[config.mk]
export PLATFORM = sky130hd
export DESIGN_NAME = crc16_check_ctrl_flat
export DESIGN_NICKNAME = d
export VERILOG_FILES = /design/src/rtl/crc16_pkg.sv /design/src/rtl/crc16_check_ctrl_if.sv /design/src/rtl/crc16_lfsr.sv /design/src/rtl/crc16_check_ctrl.sv /design/src/flat_wrapper.sv
export SDC_FILE = /design/constraint.sdc
export NUM_CORES = 1
export LEC_CHECK = 0
export ABC_AREA = 1
export ABC_CLOCK_PERIOD_IN_PS = 2100
export CAP_MARGIN = 10
export CORE_MARGIN = 2
export CORE_UTILIZATION = 52
export CTS_BUF_LIST = sky130_fd_sc_hd__clkbuf_4 sky130_fd_sc_hd__clkbuf_8 sky130_fd_sc_hd__clkbuf_16
export DETAILED_ROUTE_END_ITERATION = 16
export PLACE_DENSITY = 0.79
export SLEW_MARGIN = 10
export SYNTH_ARGS = -nofsm -noshare
export SYNTH_HDL_FRONTEND = slang
export SYNTH_SLANG_ARGS = --single-unit
export TNS_END_PERCENT = 10
[constraint.sdc]
create_clock -name clk -period 2.1 [get_ports clk]
set_clock_uncertainty 0.15 [all_clocks]
set_input_delay 0.315 -clock clk [delete_from_list [all_inputs] [get_ports clk]]
set_output_delay 0.315 -clock clk [all_outputs]
set_load 0.1 [all_outputs]
[src/rtl/crc16_pkg.sv]
// Shared definitions for the downlink CRC-16 checker: command classes,
// opcode constants, CRC-16 constants, per-class minimum lengths, FSM states.
package crc16_pkg;

    // Command classes reported to the command FSM
    typedef enum logic [2:0] {
        CLS_NONE     = 3'd0,
        CLS_SELECT   = 3'd1,
        CLS_REQRN    = 3'd2,
        CLS_READ     = 3'd3,
        CLS_WRITE    = 3'd4,
        CLS_SENSDATA = 3'd5
    } cmd_class_e;

    // Controller states
    typedef enum logic [1:0] {
        ST_IDLE   = 2'd0,
        ST_RECV   = 2'd1,
        ST_EVAL   = 2'd2,
        ST_RESULT = 2'd3
    } state_e;

    // Opcodes of the CRC-16 protected commands
    localparam logic [7:0] OPC_REQRN     = 8'hC1;
    localparam logic [7:0] OPC_READ      = 8'hC2;
    localparam logic [7:0] OPC_WRITE     = 8'hC3;
    localparam logic [3:0] SELECT_PREFIX = 4'b1010;

    // CRC-16 (x^16 + x^12 + x^5 + 1), preset and good-packet residue
    localparam logic [15:0] CRC16_POLY    = 16'h1021;
    localparam logic [15:0] CRC16_PRESET  = 16'hFFFF;
    localparam logic [15:0] CRC16_RESIDUE = 16'h1D0F;

    // Minimum packet lengths in bits
    localparam logic [8:0] MINLEN_SELECT = 9'd44;
    localparam logic [8:0] MINLEN_REQRN  = 9'd40;
    localparam logic [8:0] MINLEN_READ   = 9'd58;
    localparam logic [8:0] MINLEN_WRITE  = 9'd66;

    // Minimum legal length of a packet of the given class
    function automatic logic [8:0] class_min_len(input cmd_class_e cls,
                                                 input logic [8:0] sens_min);
        case (cls)
            CLS_SELECT:   return MINLEN_SELECT;
            CLS_REQRN:    return MINLEN_REQRN;
            CLS_READ:     return MINLEN_READ;
            CLS_WRITE:    return MINLEN_WRITE;
            CLS_SENSDATA: return sens_min;
            default:      return 9'd0;
        endcase
    endfunction

endpackage

[src/rtl/crc16_check_ctrl_if.sv]
// Bit-stream input and result handshake between demodulator / command FSM
// (master) and the CRC-16 check controller (slave).
interface crc16_check_ctrl_if;

    logic        pkt_start;
    logic        bit_valid;
    logic        bit_in;
    logic        pkt_end;
    logic        result_ack;
    logic        busy;
    logic        crc_needed;
    logic [2:0]  cmd_class;
    logic        crc_valid;
    logic        crc_ok;
    logic        len_err;
    logic [8:0]  bit_count;
    logic [15:0] crc_value;

    modport master (
        output pkt_start, bit_valid, bit_in, pkt_end, result_ack,
        input  busy, crc_needed, cmd_class, crc_valid, crc_ok, len_err,
               bit_count, crc_value
    );

    modport slave (
        input  pkt_start, bit_valid, bit_in, pkt_end, result_ack,
        output busy, crc_needed, cmd_class, crc_valid, crc_ok, len_err,
               bit_count, crc_value
    );

endinterface

[src/rtl/crc16_lfsr.sv]
// Bit-serial CRC-16 LFSR, x^16 + x^12 + x^5 + 1, MSB-first.
// clr presets to FFFF; clr together with en shifts the bit into the preset.
module crc16_lfsr
    import crc16_pkg::*;
(
    input  logic        clk,
    input  logic        reset,
    input  logic        clr,
    input  logic        en,
    input  logic        bitin,
    output logic [15:0] crc
);

    logic [15:0] crc_q;
    logic [15:0] crc_d;
    logic [15:0] base;
    logic        fb;

    // Next LFSR value: optional preset, then optional one-bit shift
    always_comb begin
        base  = clr ? CRC16_PRESET : crc_q;
        fb    = bitin ^ base[15];
        crc_d = base;
        if (en) begin
            crc_d = {base[14:0], 1'b0} ^ ({16{fb}} & CRC16_POLY);
        end
    end

    // LFSR register
    always_ff @(posedge clk or negedge reset) begin
        if (!reset) begin
            crc_q <= CRC16_PRESET;
        end else begin
            // NOTE: non-blocking assignment for every flop so all registers
            // update from the same pre-edge values.
            crc_q <= crc_d;
        end
    end

    assign crc = crc_q;

endmodule

[src/rtl/crc16_check_ctrl.sv]
// CRC-16 check controller for downlink packets: counts bits, classifies the
// command from its opcode, drives the LFSR and reports pass/fail with a
// valid/ack handshake.
module crc16_check_ctrl
    import crc16_pkg::*;
#(
    parameter int         MAX_BITS        = 511,
    parameter logic [7:0] SENSDATA_OPCODE = 8'hE0,
    parameter int         SENSDATA_MINLEN = 40
) (
    input logic               clk,
    input logic               reset,
    crc16_check_ctrl_if.slave bus
);

    localparam logic [8:0] MAX_CNT  = 9'(MAX_BITS);
    localparam logic [8:0] SENS_MIN = 9'(SENSDATA_MINLEN);

    state_e     state_q, state_d;
    logic [8:0] count_q, count_d;
    logic [6:0] prefix_q, prefix_d;   // first seven opcode bits
    cmd_class_e class_q, class_d;
    logic       overflow_q, overflow_d;
    logic       len_err_q, len_err_d;
    logic       crc_ok_q, crc_ok_d;
    logic       crc_valid_q, crc_valid_d;

    logic        busy;
    logic        accept;
    logic [7:0]  opcode_next;
    logic [15:0] crc;
    logic        crc_needed;
    logic        eval_len_err;

    // Bits are taken in RECV, and as bit 0 alongside pkt_start in any state
    assign accept      = bus.bit_valid && (bus.pkt_start || (state_q == ST_RECV));
    // The eighth opcode bit is the incoming one at the deciding cycle
    assign opcode_next = {prefix_q, bus.bit_in};
    assign crc_needed  = (class_q != CLS_NONE);
    assign eval_len_err = overflow_q || (count_q < class_min_len(class_q, SENS_MIN));

    crc16_lfsr u_lfsr (
        .clk   (clk),
        .reset (reset),
        .clr   (bus.pkt_start),
        .en    (accept),
        .bitin (bus.bit_in),
        .crc   (crc)
    );

    // Next-state logic and busy flag; pkt_start overrides every transition
    always_comb begin
        // NOTE: every always_comb output gets a default first so no path
        // can leave it unassigned and infer a latch.
        state_d = state_q;
        busy    = 1'b0;
        case (state_q)
            ST_IDLE: ;
            ST_RECV: begin
                busy = 1'b1;
                if (bus.pkt_end) state_d = ST_EVAL;
            end
            ST_EVAL: begin
                busy    = 1'b1;
                state_d = ST_RESULT;
            end
            ST_RESULT: begin
                if (bus.result_ack) state_d = ST_IDLE;
            end
            default: state_d = ST_IDLE;
        endcase
        if (bus.pkt_start) state_d = ST_RECV;
    end

    // Bit counter, opcode capture, classifier and result evaluation
    always_comb begin
        count_d     = count_q;
        prefix_d    = prefix_q;
        class_d     = class_q;
        overflow_d  = overflow_q;
        len_err_d   = len_err_q;
        crc_ok_d    = crc_ok_q;
        crc_valid_d = crc_valid_q;

        if (bus.pkt_start) begin
            count_d     = accept ? 9'd1 : 9'd0;
            prefix_d    = accept ? {6'd0, bus.bit_in} : 7'd0;
            class_d     = CLS_NONE;
            overflow_d  = 1'b0;
            len_err_d   = 1'b0;
            crc_ok_d    = 1'b0;
            crc_valid_d = 1'b0;
        end else begin
            if (accept) begin
                if (count_q == MAX_CNT) begin
                    overflow_d = 1'b1;
                end else begin
                    count_d = count_q + 9'd1;
                end
                if (count_q < 9'd7) begin
                    prefix_d = opcode_next[6:0];
                end
                // Bit 4 decides SELECT; bit 8 decides the full opcodes
                if (count_q == 9'd3 && opcode_next[3:0] == SELECT_PREFIX) begin
                    class_d = CLS_SELECT;
                end
                if (count_q == 9'd7 && class_q != CLS_SELECT) begin
                    if (opcode_next == OPC_REQRN)            class_d = CLS_REQRN;
                    else if (opcode_next == OPC_READ)        class_d = CLS_READ;
                    else if (opcode_next == OPC_WRITE)       class_d = CLS_WRITE;
                    else if (opcode_next == SENSDATA_OPCODE) class_d = CLS_SENSDATA;
                    else                                     class_d = CLS_NONE;
                end
            end
            if (state_q == ST_EVAL) begin
                len_err_d   = eval_len_err;
                crc_ok_d    = crc_needed && !eval_len_err && (crc == CRC16_RESIDUE);
                crc_valid_d = 1'b1;
            end
            if (state_q == ST_RESULT && bus.result_ack) begin
                len_err_d   = 1'b0;
                crc_ok_d    = 1'b0;
                crc_valid_d = 1'b0;
            end
        end
    end

    // State and datapath registers
    always_ff @(posedge clk or negedge reset) begin
        if (!reset) begin
            state_q     <= ST_IDLE;
            count_q     <= 9'd0;
            prefix_q    <= 7'd0;
            class_q     <= CLS_NONE;
            overflow_q  <= 1'b0;
            len_err_q   <= 1'b0;
            crc_ok_q    <= 1'b0;
            crc_valid_q <= 1'b0;
        end else begin
            state_q     <= state_d;
            count_q     <= count_d;
            prefix_q    <= prefix_d;
            class_q     <= class_d;
            overflow_q  <= overflow_d;
            len_err_q   <= len_err_d;
            crc_ok_q    <= crc_ok_d;
            crc_valid_q <= crc_valid_d;
        end
    end

    assign bus.busy       = busy;
    assign bus.crc_needed = crc_needed;
    assign bus.cmd_class  = class_q;
    assign bus.crc_valid  = crc_valid_q;
    assign bus.crc_ok     = crc_ok_q;
    assign bus.len_err    = len_err_q;
    assign bus.bit_count  = count_q;
    assign bus.crc_value  = crc;

endmodule

[src/flat_wrapper.sv]
// flat-port wrapper written by rule: the top's interface ports become plain ports
module crc16_check_ctrl_flat import crc16_pkg::*;
#(
    parameter int         MAX_BITS        = 511,
    parameter logic [7:0] SENSDATA_OPCODE = 8'hE0,
    parameter int         SENSDATA_MINLEN = 40
)
  (clk, reset, bus_pkt_start, bus_bit_valid, bus_bit_in, bus_pkt_end, bus_result_ack, bus_busy, bus_crc_needed, bus_cmd_class, bus_crc_valid, bus_crc_ok, bus_len_err, bus_bit_count, bus_crc_value);
  crc16_check_ctrl_if bus_i ();
  input logic clk;
  input logic reset;
  input wire logic [$bits(bus_i.pkt_start)-1:0] bus_pkt_start;
  input wire logic [$bits(bus_i.bit_valid)-1:0] bus_bit_valid;
  input wire logic [$bits(bus_i.bit_in)-1:0] bus_bit_in;
  input wire logic [$bits(bus_i.pkt_end)-1:0] bus_pkt_end;
  input wire logic [$bits(bus_i.result_ack)-1:0] bus_result_ack;
  output wire logic [$bits(bus_i.busy)-1:0] bus_busy;
  output wire logic [$bits(bus_i.crc_needed)-1:0] bus_crc_needed;
  output wire logic [$bits(bus_i.cmd_class)-1:0] bus_cmd_class;
  output wire logic [$bits(bus_i.crc_valid)-1:0] bus_crc_valid;
  output wire logic [$bits(bus_i.crc_ok)-1:0] bus_crc_ok;
  output wire logic [$bits(bus_i.len_err)-1:0] bus_len_err;
  output wire logic [$bits(bus_i.bit_count)-1:0] bus_bit_count;
  output wire logic [$bits(bus_i.crc_value)-1:0] bus_crc_value;
  assign bus_i.pkt_start = bus_pkt_start;
  assign bus_i.bit_valid = bus_bit_valid;
  assign bus_i.bit_in = bus_bit_in;
  assign bus_i.pkt_end = bus_pkt_end;
  assign bus_i.result_ack = bus_result_ack;
  assign bus_busy = bus_i.busy;
  assign bus_crc_needed = bus_i.crc_needed;
  assign bus_cmd_class = bus_i.cmd_class;
  assign bus_crc_valid = bus_i.crc_valid;
  assign bus_crc_ok = bus_i.crc_ok;
  assign bus_len_err = bus_i.len_err;
  assign bus_bit_count = bus_i.bit_count;
  assign bus_crc_value = bus_i.crc_value;
  crc16_check_ctrl #(.MAX_BITS(MAX_BITS), .SENSDATA_OPCODE(SENSDATA_OPCODE), .SENSDATA_MINLEN(SENSDATA_MINLEN)) u_core (.clk(clk), .reset(reset), .bus(bus_i));
endmodule
# == Yosys cells after proc, flatten, opt, wreduce, memory -nomap -nowiden ==
# Index checks and enable logic that the tools add are counted.
# totals
ff_bits,41
latch_bits,0
ram_bits,0
mem_count,0
out_inout_bits,33
mem_bits_ro,0
input_bits,7
wordCells,94
# op_classes
multipliers,0
add_sub_neg,1
div_mod_pow,0
n_mux,36
n_eq_ne,21
bitwise,2
order_cmp,2
n_reduce_logical,23
shifts,0
# ops
op,n
$eq A8 B8 Y1 const B,4
$mux W16,2
$pmux W7 S4,1
$mux W9,3
$mux W3,8
$mux W7,3
$eq A16 B13 Y1 const B,1
$xor A16 B13 Y16,1
$mux W1,15
$add A9 B1 Y9 const B,1
$eq A9 B2 Y1 const B,1
$eq A9 B3 Y1 const B,1
$eq A9 B9 Y1 const B,1
$lt A9 B3 Y1 const B,1
$lt A9 B7 Y1,1
$reduce_bool A3 Y1,3
$reduce_and A2 Y1,4
$eq A3 B2 Y1 const B,2
$eq A3 B3 Y1 const B,2
$logic_and A1 B1 Y1,6
$mux W2,3
$ne A3 B3 Y1 const B,2
$pmux W2 S3,1
$reduce_bool A2 Y1,3
12 further kinds,15

# == Longest topological paths before layout ==
# Gate-level depths: netlist of run 1.
# depth
ltp_word,11
depth_mapped,12
ltp_nobuf,12

# == Modules after synthesis ==
# From an unflattened synthesis of run 1, not the netlist that was laid out.
# hier_totals
hier_cells,294
area_unflattened_um2,2333.5
# modules_own_cells
module,cells_per_inst,n_inst,area_each_um2,seq_area_each_um2
crc16_check_ctrl,213,1,1617.8,625.6
crc16_lfsr,81,1,715.7,420.4

# == Least setup slack after synthesis of run 1 ==
# No wires, ideal clock.
# synth_path
kind,flip-flop to flip-flop
start,register u_core.count_q[0] (netlist: u_core.bus.bit_count[0])
end,register u_core.count_q[6] (netlist: u_core.bus.bit_count[6])
stages_incl_launch_ff,12
synth_period_minus_slack_ns,2.678
setup_time_ns,0.134
required_ns,1.816
slack_ns,-0.578
arrival_ns,2.395
path_buffers,0
path_cell_list,dfrtp_1 > ha_1 > nand2_1 > inv_1 > nand2_1 > nor3_1 > ha_1 > nor2_4 > nor2_1 > nor2_1 > a21oi_1 > nor3_1
# synth_between
elab_chain_cells,4
elab_cells_between_ends,7
cone_classes,add/sub (1); eq/ne (2); mux (3); reduce/logical (1)
# synth_rtl
element,line_no,text
"start, declared",crc16_check_ctrl.sv:20,"logic [8:0] count_q, count_d;"
"start signal, assigned",crc16_check_ctrl.sv:141,count_q <= count_d;
$add A9 B1 Y9,crc16_check_ctrl.sv:98,count_d = count_q + 9'd1;
$mux W9,crc16_check_ctrl.sv:95,if (count_q == MAX_CNT) begin
$mux W9,crc16_check_ctrl.sv:94,if (accept) begin
$mux W9,crc16_check_ctrl.sv:85,if (bus.pkt_start) begin
# Parallel ways exist; a longest one is shown, timed or not. The select of a mux whose other input is x is not followed.
# A chain may end at the register's enable or synchronous reset.

# == Worst setup path in the final report of run 1 ==
# Same ends and word-level chain as after synthesis.

==> out/results.txt, run 1 <==
status: completed
CP Max Fanout: 4
DR pass1 iterations: 4
ant diodes: 0
RePlAce Congestion: 0.930
Worst Hold Class: register to register
Net count, final: 347
CP required: 2.16 ns
warning count from the yosys run: 0
Slew HR: 65.7%
setup ws final: 0.0529 ns
DR vias: 2087
Die ar.: 4880 um^2
share of layout cells above drive strength 1: 28.1%
# IOs: 40
Starting Density: 55.2%
Mean Syn Cell Area: 7.97 um^2
fmax: 0.488 GHz
Starting DRT DRC Count: 164
Longest Clk Path Bufs: 2
Max stage delay on crit path: 0.48 ns
Worst-Skew Late Latency: 0.29 ns
worst vdd ir: 0.927 mV
DR vias/cell: 5.48
grt ovf: 0
post-place setup slack: -0.0105 ns
TritonCTS clock tree: yes
kind of critical path: register to register
Bufs and invs on worst path: 1
Critical Path, Cell by Cell: ha_1 > nand2_1 > inv_1 > nand2_2 > nor3_2 > ha_2 > nor2_4 > nor2_4 > nor2_2 > a21oi_1 > nor3_1
CP dominant cell by count: nor2_4
final instance area: 3030 um^2
max-cap violation count: 0
worst hold slack: 0.338 ns
fin crit share: 97.5%
area grow syn2layout: 34.2%
placed insts: 372
Synth area leader: dfrtp_1
Min Clock Period, post-route: 2.05 ns
post-CTS setup buffers: 0
CTS sink count: 41
RSZ-0062 raised after global routing: yes
routed wire length: 5.31 mm
ANT nets after route: 0
Worst-path clk slew: 0.08 ns
Finished Layout Cells: 381
clock root cell: clkbuf_8
vias in the first global route: 2027
mapped cell area: 2250 um^2
num rows: 23
startpoint types: register
Tightest Pin Transition: 0.514 ns
sequential fraction of the synthesis area: 46.4%
initial antenna violation count: 0
DRC: 0
Syn Inst Count: 283
Final Setup Violations: 0
share of the synthesized area in the top cell type: 27.7%
Total GRT Usage: 23.1%
largest net degree at the start of global routing: 42
Final Slew Violations: 0
die height: 69.8 um
PwrDens: 1250 nW/um^2
drt wl/cell: 13.9 um
CP max stage cell: dfrtp_4
die width: 69.8 um
Placeable Area: 4090 um^2
Syn Nets: 300
Yosys reg bits: 41
Largest delay share family, worst path: simple AND/OR/NAND/NOR gates
first-pass GRT wire length: 9.12 mm
final hold violation count: 0
dpl hpwl: 3.75 mm
PortBufs: 39
CP arrival: 2.10 ns
CTS buffer count: 5
synth unique cells: 32
Synth area leaders: dfrtp_1 (28%), dfstp_2 (19%), nand2_1 (9.2%)
H-tree levels: 2
placed instance area: 2900 um^2
leakage: 0.00140 uW
CP endpoint kind: register
==> where the power goes <==
part | leakage [uW] | switching [uW] | internal, uW | total [uW]
Clock | 0.0000491 | 263 | 259 | 522
Sequential | 0.000490 | 180 | 1010 | 1190
Combinational | 0.000865 | 1410 | 676 | 2080
Total | 0.00140 | 1850 | 1940 | 3790
==> worst register-to-register path, cell delays in order (launching register included) <==
cell and delay [ns]:
dfrtp_4 0.48, ha_1 0.21, nand2_1 0.09, inv_1 0.08, nand2_2 0.10, nor3_2 0.05, ha_2 0.22, nor2_4 0.15
nor2_4 0.05, nor2_2 0.11, a21oi_1 0.08, nor3_1 0.19
==> path summary, 6_finish.rpt <==
check / slack (ns) / cells past startpoint / to / startpoint
max: 0.05 / 11 / u_core.bus.bit_count[6]$_DFFE_PN0P_ / u_core.bus.bit_count[0]$_DFFE_PN0P_
min: 0.34 / 2 / u_core.bus.len_err$_DFFE_PN0P_ / u_core.bus.len_err$_DFFE_PN0P_
max reg2reg: 0.05 / 11 / u_core.bus.bit_count[6]$_DFFE_PN0P_ / u_core.bus.bit_count[0]$_DFFE_PN0P_
min reg2reg: 0.34 / 2 / u_core.bus.len_err$_DFFE_PN0P_ / u_core.bus.len_err$_DFFE_PN0P_
max in group asynchronous: 0.94 / 3 / u_core.bus.bit_count[1]$_DFFE_PN0P_ / reset
min in group asynchronous: 0.47 / 3 / u_core.prefix_q[5]$_DFFE_PN0P_ / reset
==> stage by stage <==
step	total power (uW)	setup TNS, ns	utilization [%]
2_1_floorplan	2540	-0.645	-
3_3_place_gp	3250	0	71.1
3_5_place_dp	3270	-0.0105	71.1
4_1_cts	3810	0	73.5
5_1_grt	3990	-0.190	74.1
6_report	3790	0	74.1
==> flip-flops by register name, summed over array words and instances (netlist names) <==
signal and cells:
u_core.u_lfsr.crc 16, u_core.bus.bit_count 9, u_core.prefix_q 7, u_core.bus.cmd_class 3
u_core.state_q 2, u_core.bus.crc_ok 1, u_core.bus.crc_valid 1, u_core.bus.len_err 1
u_core.overflow_q 1
==> cell type report <==
cell class / count / area (um^2)
repair buffers: 48 / 611
inverters: 38 / 143
flip-flops and latches: 41 / 1060
clock inverters: 1 / 5.00
well taps: 50 / 62.6
multi-input cells: 196 / 1060
clock buffers: 7 / 83.8
fillers: 312 / 1060
==> cells by family after synthesis <==
| group | synth area share (%) |
|---|---|
| buf+inv | 7.88 |
| fa+ha+maj | 5.55 |
| simple gates | 24.6 |
| flops | 46.4 |
| xor+xnor | 1.17 |
| compound gates | 14.4 |
==> metal layers <==
metal	routed length, um	track usage [%]	vias up
met5	0	0	-
met4	117	7.69	0
met3	297	4.80	12
met2	2540	36.1	62
met1	2350	32.2	988
li1	-	-	1025
==> Yosys cell counts <==
| master | count |
|---|---|
| o21bai_1 | 1 |
| xor2_1 | 2 |
| a31oi_1 | 1 |
| a2111oi_0 | 1 |
| o21ai_0 | 31 |
| o211ai_1 | 1 |
| nor2_1 | 31 |
| xnor2_1 | 1 |
| ha_1 | 10 |
| or2_2 | 3 |
| a21oi_4 | 1 |
| o21ai_1 | 2 |
| o21ai_4 | 1 |
| dfstp_2 | 16 |
| nand2_1 | 55 |
| nand3_1 | 17 |
| buf_2 | 1 |
| inv_2 | 2 |
| nor2_4 | 1 |
| a21oi_1 | 10 |
| nand4_1 | 4 |
| nor3_1 | 10 |
| and3_1 | 1 |
| buf_1 | 1 |
| o211a_1 | 1 |
| buf_4 | 1 |
| clkbuf_1 | 5 |
| dfrtp_1 | 25 |
| o22ai_1 | 6 |
| inv_1 | 36 |
| nor4_1 | 4 |
| nor3_2 | 1 |
==> cells in the final DEF (no fill, tap or decap), drive strengths merged, types with 2 or more instances in the layout <==
master and n:
clkdlybuf4s50 5, buf 42, clkbuf 7, nand4 4, nor4 4, ha 10
inv 38, nor3 11, dfstp 16, nor2 32, nand2 55, xor2 2
o22ai 6, o21ai 34, nand3 17, dfrtp 25, or2 3, a21oi 11
==> repair_timing <==
item,4_1_cts,5_1_grt
hold buffers,1,0
pin swaps,0,4
setup endpoints to repair,2,9
gates resized for setup,2,8
endpoints found under the hold margin,25,0
Power figures use the tool's default switching activity.
==> run 2, diff against run 1 <==
--- a/config.mk
+++ b/config.mk
@@ -14,2 +14,3 @@
 export DETAILED_ROUTE_END_ITERATION = 16
+export GPL_ROUTABILITY_DRIVEN = 0
 export PLACE_DENSITY = 0.79
--- a/constraint.sdc
+++ b/constraint.sdc
@@ -4,2 +4,2 @@
 set_output_delay 0.315 -clock clk [all_outputs]
-set_load 0.1 [all_outputs]
+set_load 0.02 [all_outputs]
==> run 2 against run 1 <==
Core utilization down 3.9 points. Largest power group is now sequential cells. Critical path depth down 2. Die area unchanged. Register-to-register slack better by 0.06 ns. Critical path type unchanged. Count of clock-buffer cells in the layout unchanged.
==> out/results.txt, run 2 (synthesized netlist as in run 1, its figures left out) <==
fmax: 0.504 GHz (was 0.488 GHz)
P_int: 1680 uW (was 1940 uW)
Longest Clk Path Bufs: 2 (unchanged)
CTS sink count: 41 (unchanged)
Worst-path clk slew: 0.08 ns (about the same)
Starting DRT DRC Count: 136 (was 164)
DRC: 0 (unchanged)
r2r setup slk: 0.11 ns (was 0.05 ns)
placed instance area: 2740 um^2 (was 2900 um^2)
Switching Share: 36.7% (was 48.8%)
max-cap violation count: 0 (unchanged)
CP endpoint kind: register (unchanged)
routed wire length: 5.12 mm (was 5.31 mm)
worst r2r dst: u_core.bus.bit_count[5]$_DFFE_PN0P_ (was u_core.bus.bit_count[6]$_DFFE_PN0P_)
# IOs: 40 (unchanged)
Worst Hold Endpoint: u_core.bus.len_err$_DFFE_PN0P_ (unchanged)
dpl hpwl: 3.86 mm (was 3.75 mm)
TNS Setup: 0 ns (unchanged)
hold path start: u_core.bus.len_err$_DFFE_PN0P_ (unchanged)
placed insts: 374 (was 372)
Starting Density: 55.2% (unchanged)
Placeable Area: 4090 um^2 (unchanged)
H-tree levels: 2 (unchanged)
area grow syn2layout: 27.2% (was 34.2%)
Worst-Skew Late Latency: 0.29 ns (about the same)
Largest register FFs: 16 (unchanged)
ant diodes: 0 (unchanged)
status: completed (unchanged)
share of layout cells above drive strength 1: 15.0% (was 28.1%)
first-pass GRT wire length: 8.91 mm (was 9.12 mm)
die width: 69.8 um (unchanged)
leakage: 0.00132 uW (was 0.00140 uW)
kind of critical path: register to register (unchanged)
most common cell after layout, fill and taps aside: nand2_1 (unchanged)
DR vias: 2086 (was 2087)
Reg2Reg Depth: 9 (was 11)
Total GRT Usage: 22.7% (was 23.1%)
clock root cell: clkbuf_8 (unchanged)
initial antenna violation count: 0 (unchanged)
CP Max Fanout: 3 (was 4)
startpoint types: register (unchanged)
RSZ-0062 raised after global routing: no (was yes)
ANT nets after route: 0 (unchanged)
Final Setup Violations: 0 (unchanged)
PwrDens: 924 nW/um^2 (was 1250 nW/um^2)
DR vias/cell: 5.45 (was 5.48)
Clk pwr share: 19.7% (was 13.8%)
CP required: 2.13 ns (was 2.16 ns)
Finished Layout Cells: 383 (was 381)
TritonCTS clock tree: yes (unchanged)
grt ovf: 0 (unchanged)
DR pass1 iterations: 4 (unchanged)
CTS buffer count: 5 (unchanged)
Min Clock Period, post-route: 1.99 ns (was 2.05 ns)
Final Slew Violations: 0 (unchanged)
Flop pwr share: 42.1% (was 31.3%)
final hold violation count: 0 (unchanged)
CP arrival: 2.02 ns (was 2.10 ns)
post-CTS setup buffers: 0 (unchanged)
Slew HR: 56.8% (was 65.7%)
hold path depth: 2 (unchanged)
Net count, final: 349 (was 347)
largest net degree at the start of global routing: 30 (was 42)
Core Util, Final: 70.2% (was 74.1%)
die height: 69.8 um (unchanged)
Die ar.: 4880 um^2 (unchanged)
fin crit share: 94.5% (was 97.5%)
share of power burned in combinational logic: 38.2% (was 54.9%)
final instance area: 2870 um^2 (was 3030 um^2)
Worst Hold Class: register to register (unchanged)
vias in the first global route: 1990 (was 2027)
drt wl/cell: 13.4 um (was 13.9 um)
Reg2Reg Launch Point: u_core.bus.bit_count[1]$_DFFE_PN0P_ (was u_core.bus.bit_count[0]$_DFFE_PN0P_)
Tightest Pin Transition: 0.649 ns (was 0.514 ns)
most frequent cells in the layout: nand2_1 (54), inv_1 (36), clkdlybuf4s50_1 (36) (was nand2_1 (53), inv_1 (36), o21ai_0 (29))
worst vdd ir: 0.642 mV (was 0.927 mV)
num rows: 23 (unchanged)
P_sw: 973 uW (was 1850 uW)
PortBufs: 39 (unchanged)
run 2: worst max path at each step:
stage	from	end	slack, ns
2_1_floorplan	u_core.bus.bit_count[0]$_DFFE_PN0P_	u_core.bus.bit_count[6]$_DFFE_PN0P_	0.03
3_3_place_gp	u_core.bus.bit_count[0]$_DFFE_PN0P_	u_core.bus.bit_count[6]$_DFFE_PN0P_	0.07
3_5_place_dp	u_core.bus.bit_count[1]$_DFFE_PN0P_	u_core.bus.bit_count[6]$_DFFE_PN0P_	-0.02
4_1_cts	u_core.bus.cmd_class[1]$_DFFE_PN0P_	bus_crc_needed	0.006
5_1_grt	u_core.bus.bit_count[1]$_DFFE_PN0P_	u_core.bus.bit_count[6]$_DFFE_PN0P_	0.004
6_report	u_core.bus.bit_count[1]$_DFFE_PN0P_	u_core.bus.bit_count[5]$_DFFE_PN0P_	0.11
run 2: cell type report:
type / instances / area (um^2)
inverters: 38 / 143
repair buffers: 50 / 472
clock inverters: 1 / 5.00
multi-input cells: 196 / 1060
clock buffers: 7 / 83.8
well taps: 50 / 62.6
flip-flops and latches: 41 / 1050
fillers: 351 / 1220
run 2: stage by stage:
stage | hold slack, ns | setup WS (ns) | total power (uW)
after floorplan | -0.131 | 0.0297 | 1720
after global placement | 0.222 | 0.0710 | 2130
after detailed placement | 0.229 | -0.0186 | 2140
after CTS | 0.345 | 0.00639 | 2660
after global routing | 0.387 | 0.00400 | 2830
final | 0.340 | 0.115 | 2650
run 2: critical path, cell delays in order, from the launching register on:
cell	delay (ns)
dfrtp_1	0.40
ha_1	0.21
nand2_1	0.09
inv_1	0.07
nand2_2	0.10
nor3_2	0.05
ha_2	0.23
o21ai_4	0.19
nand4_1	0.16
and3_1	0.23
run 2: repair_timing:
item,CTS,global route
pin swaps,0,2
endpoints found under the hold margin,25,0
hold buffers,1,0
resized for setup,2,10
setup endpoints to repair,3,8
run 2: routing by layer:
metal | share of wire, % | up-vias | global-route usage [%]
met1 | 46 | 979 | 30.7
met5 | 0 | - | 0
li1 | - | 1037 | -
met2 | 47 | 60 | 35.9
met3 | 4.7 | 10 | 5.23
met4 | 1.5 | 0 | 7.69
run 2: power by group through the flow:
| stage | clock (uW) | sequential (uW) | combinational, uW |
|---|---|---|---|
| final | 522 | 1120 | 1010 |
| after global routing | 573 | 1130 | 1120 |
| after CTS | 533 | 1120 | 1010 |
| after detailed placement | 0 | 1130 | 1020 |
| after global placement | 0 | 1130 | 998 |
| after floorplan | 0 | 1260 | 458 |
==> run 3, diff against run 2 <==
- PLACE_DENSITY: 0.79 -> not set
- PLACE_DENSITY_LB_ADDON: not set -> 0.12
==> run 3 against run 2 <==
Critical path depth increased by 2. Register-to-register slack lost 0.04 ns. Combinational power about the same. Critical path type unchanged.
==> out/results.txt, run 3 (synthesized netlist as in run 1, its figures left out) <==
Min Clock Period, post-route: 2.03 ns (was 1.99 ns)
Bufs and invs on worst path: 1 (unchanged)
share of power burned in combinational logic: 37.3% (was 38.2%)
status: completed (unchanged)
worst r2r dst: u_core.bus.bit_count[2]$_DFFE_PN0P_ (was u_core.bus.bit_count[5]$_DFFE_PN0P_)
fin crit share: 96.5% (was 94.5%)
Worst-path clk slew: 0.07 ns (was 0.08 ns)
Most Used Layer, Global Route: met2 (unchanged)
r2r setup slk: 0.07 ns (was 0.11 ns)
share of layout cells above drive strength 1: 15.6% (was 15.0%)
# IOs: 40 (unchanged)
DRC: 0 (unchanged)
Placeable Area: 4090 um^2 (unchanged)
most common cell after layout, fill and taps aside: nand2_1 (unchanged)
final instance area: 2940 um^2 (was 2870 um^2)
Reg2Reg Launch Point: u_core.bus.bit_count[1]$_DFFE_PN0P_ (unchanged)
ant diodes: 0 (unchanged)
Worst Hold Class: register to register (unchanged)
Critical Path, Cell by Cell: ha_2 > nand2_1 > inv_1 > nand2_2 > nor3_2 > ha_4 > nor2_4 > nor2_4 > nor2_1 > o21ai_0 > a21oi_1 (was ha_1 > nand2_1 > inv_1 > nand2_2 > nor3_2 > ha_2 > o21ai_4 > nand4_1 > and3_1)
Flop pwr share: 40.5% (was 42.1%)
CP required: 2.12 ns (was 2.13 ns)
fmax: 0.494 GHz (was 0.504 GHz)
Final Setup Violations: 0 (unchanged)
die height: 69.8 um (unchanged)
CP max stage cell: dfrtp_1 (unchanged)
drt wl/cell: 13.6 um (was 13.4 um)
worst vdd ir: 0.689 mV (was 0.642 mV)
max-cap violation count: 0 (unchanged)
TNS Setup: 0 ns (unchanged)
CTS buffer count: 5 (unchanged)
first-pass GRT wire length: 8.66 mm (was 8.91 mm)
final hold violation count: 0 (unchanged)
worst hold slack: 0.330 ns (was 0.340 ns)
P_sw: 970 uW (was 973 uW)
TritonCTS clock tree: yes (unchanged)
P_int: 1780 uW (was 1680 uW)
Switching Share: 35.2% (was 36.7%)
area grow syn2layout: 30.3% (was 27.2%)
CP dominant cell by count: nor2_4
Core Util, Final: 71.9% (was 70.2%)
kind of critical path: register to register (unchanged)
CP Max Fanout: 4 (was 3)
Worst-Skew Late Latency: 0.29 ns (about the same)
DR vias: 2049 (was 2086)
H-tree levels: 2 (unchanged)
grt ovf: 0 (unchanged)
DR pass1 iterations: 4 (unchanged)
DR vias/cell: 5.34 (was 5.45)
dpl hpwl: 3.84 mm (was 3.86 mm)
clock root cell: clkbuf_8 (unchanged)
startpoint types: register (unchanged)
vias in the first global route: 1897 (was 1990)
CP endpoint kind: register (unchanged)
CTS sink count: 41 (unchanged)
most frequent cells in the layout: nand2_1 (54), inv_1 (36), clkdlybuf4s50_1 (36) (unchanged)
RSZ-0062 raised after global routing: no (unchanged)
Net count, final: 350 (was 349)
num rows: 23 (unchanged)
Tightest Pin Transition: 0.493 ns (was 0.649 ns)
Total GRT Usage: 21.9% (was 22.7%)
die width: 69.8 um (unchanged)
routing usage on met1: 30.6% (was 30.7%)
leakage: 0.00134 uW (was 0.00132 uW)
placed instance area: 2770 um^2 (was 2740 um^2)
hold path start: u_core.bus.crc_ok$_DFFE_PN0P_ (was u_core.bus.len_err$_DFFE_PN0P_)
hold path depth: 2 (unchanged)
routed wire length: 5.22 mm (was 5.12 mm)
Largest register FFs: 16 (unchanged)
initial antenna violation count: 0 (unchanged)
PwrDens: 937 nW/um^2 (was 924 nW/um^2)
Longest Clk Path Bufs: 2 (unchanged)
Starting Density: 55.2% (unchanged)
Max stage delay on crit path: 0.38 ns (was 0.40 ns)
CP arrival: 2.04 ns (was 2.02 ns)
Final Slew Violations: 0 (unchanged)
Starting DRT DRC Count: 164 (was 136)
GRT met3 Usage: 5.23% (unchanged)
Die ar.: 4880 um^2 (unchanged)
routing usage on met2: 35.4% (was 35.9%)
ANT nets after route: 0 (unchanged)
PortBufs: 39 (unchanged)
Reg2Reg Depth: 11 (was 9)
Worst Hold Endpoint: u_core.bus.crc_ok$_DFFE_PN0P_ (was u_core.bus.len_err$_DFFE_PN0P_)
largest net degree at the start of global routing: 30 (unchanged)
Clk pwr share: 22.3% (was 19.7%)
Slew HR: 67.2% (was 56.8%)
Largest delay share family, worst path: simple AND/OR/NAND/NOR gates (unchanged)
run 3: cell count changes in the layout (fill, tap and decap cells not counted), sizes merged:
cell / change
buf: +1
clkbuf: +1
clkinv: -1
run 3: power by group through the flow:
stage | clock (uW) | combinational [uW] | sequential [uW]
after CTS | 626 | 1020 | 1110
after detailed placement | 0 | 1030 | 1130
final | 613 | 1030 | 1110
after global placement | 0 | 1000 | 1120
after floorplan | 0 | 458 | 1260
after global routing | 657 | 1130 | 1140
run 3: worst reg2reg max path, stage by stage (launching register included):
cell,delay (ns)
dfrtp_1,0.38
ha_2,0.19
nand2_1,0.07
inv_1,0.11
nand2_2,0.09
nor3_2,0.18
ha_4,0.21
nor2_4,0.06
nor2_4,0.12
nor2_1,0.06
o21ai_0,0.19
a21oi_1,0.08
run 3: stage by stage:
stage | power, uW | cells | worst slack [ns]
finish | 2750 | 384 | 0.0744
global route | 2930 | 384 | 0.00260
CTS | 2760 | 383 | 0.0246
detailed placement | 2150 | 374 | 0.0159
global placement | 2130 | 374 | 0.107
floorplan | 1720 | 283 | 0.0297
run 3: repair_timing:
item,CTS,global route
gates resized for setup,3,10
hold buffers,1,0
endpoints found under the setup margin,5,9
pin swaps,1,5
setup buffers,0,1
hold endpoints to repair,10,0
run 3: how the worst max path moves through the flow:
stage	start	end	slack (ns)	cells after the start
after CTS	u_core.bus.bit_count[0]$_DFFE_PN0P_	u_core.bus.bit_count[6]$_DFFE_PN0P_	0.02	11
after global placement	u_core.bus.bit_count[0]$_DFFE_PN0P_	u_core.bus.bit_count[7]$_DFFE_PN0P_	0.11	10
after global routing	u_core.bus.bit_count[0]$_DFFE_PN0P_	u_core.bus.bit_count[2]$_DFFE_PN0P_	0.003	11
after floorplan	u_core.bus.bit_count[0]$_DFFE_PN0P_	u_core.bus.bit_count[6]$_DFFE_PN0P_	0.03	11
after detailed placement	u_core.bus.bit_count[1]$_DFFE_PN0P_	u_core.bus.bit_count[6]$_DFFE_PN0P_	0.02	11
final	u_core.bus.bit_count[1]$_DFFE_PN0P_	u_core.bus.bit_count[2]$_DFFE_PN0P_	0.07	11
run 3: layer usage:
metal,part of all wire (%),wire [um],vias up
met5,0,0,-
met1,46,2380,958
met2,50,2580,47
li1,-,-,1040
met3,4.2,220,4
met4,0.56,29,0
run 3: cell type report:
type                       count  area, um^2
fill                         347        1150
inverter                      38         143
tap                           50        62.6
sequential                    41        1050
clock buffer                   8         115
multi-input combinational    196        1070
timing repair buffer          51         504
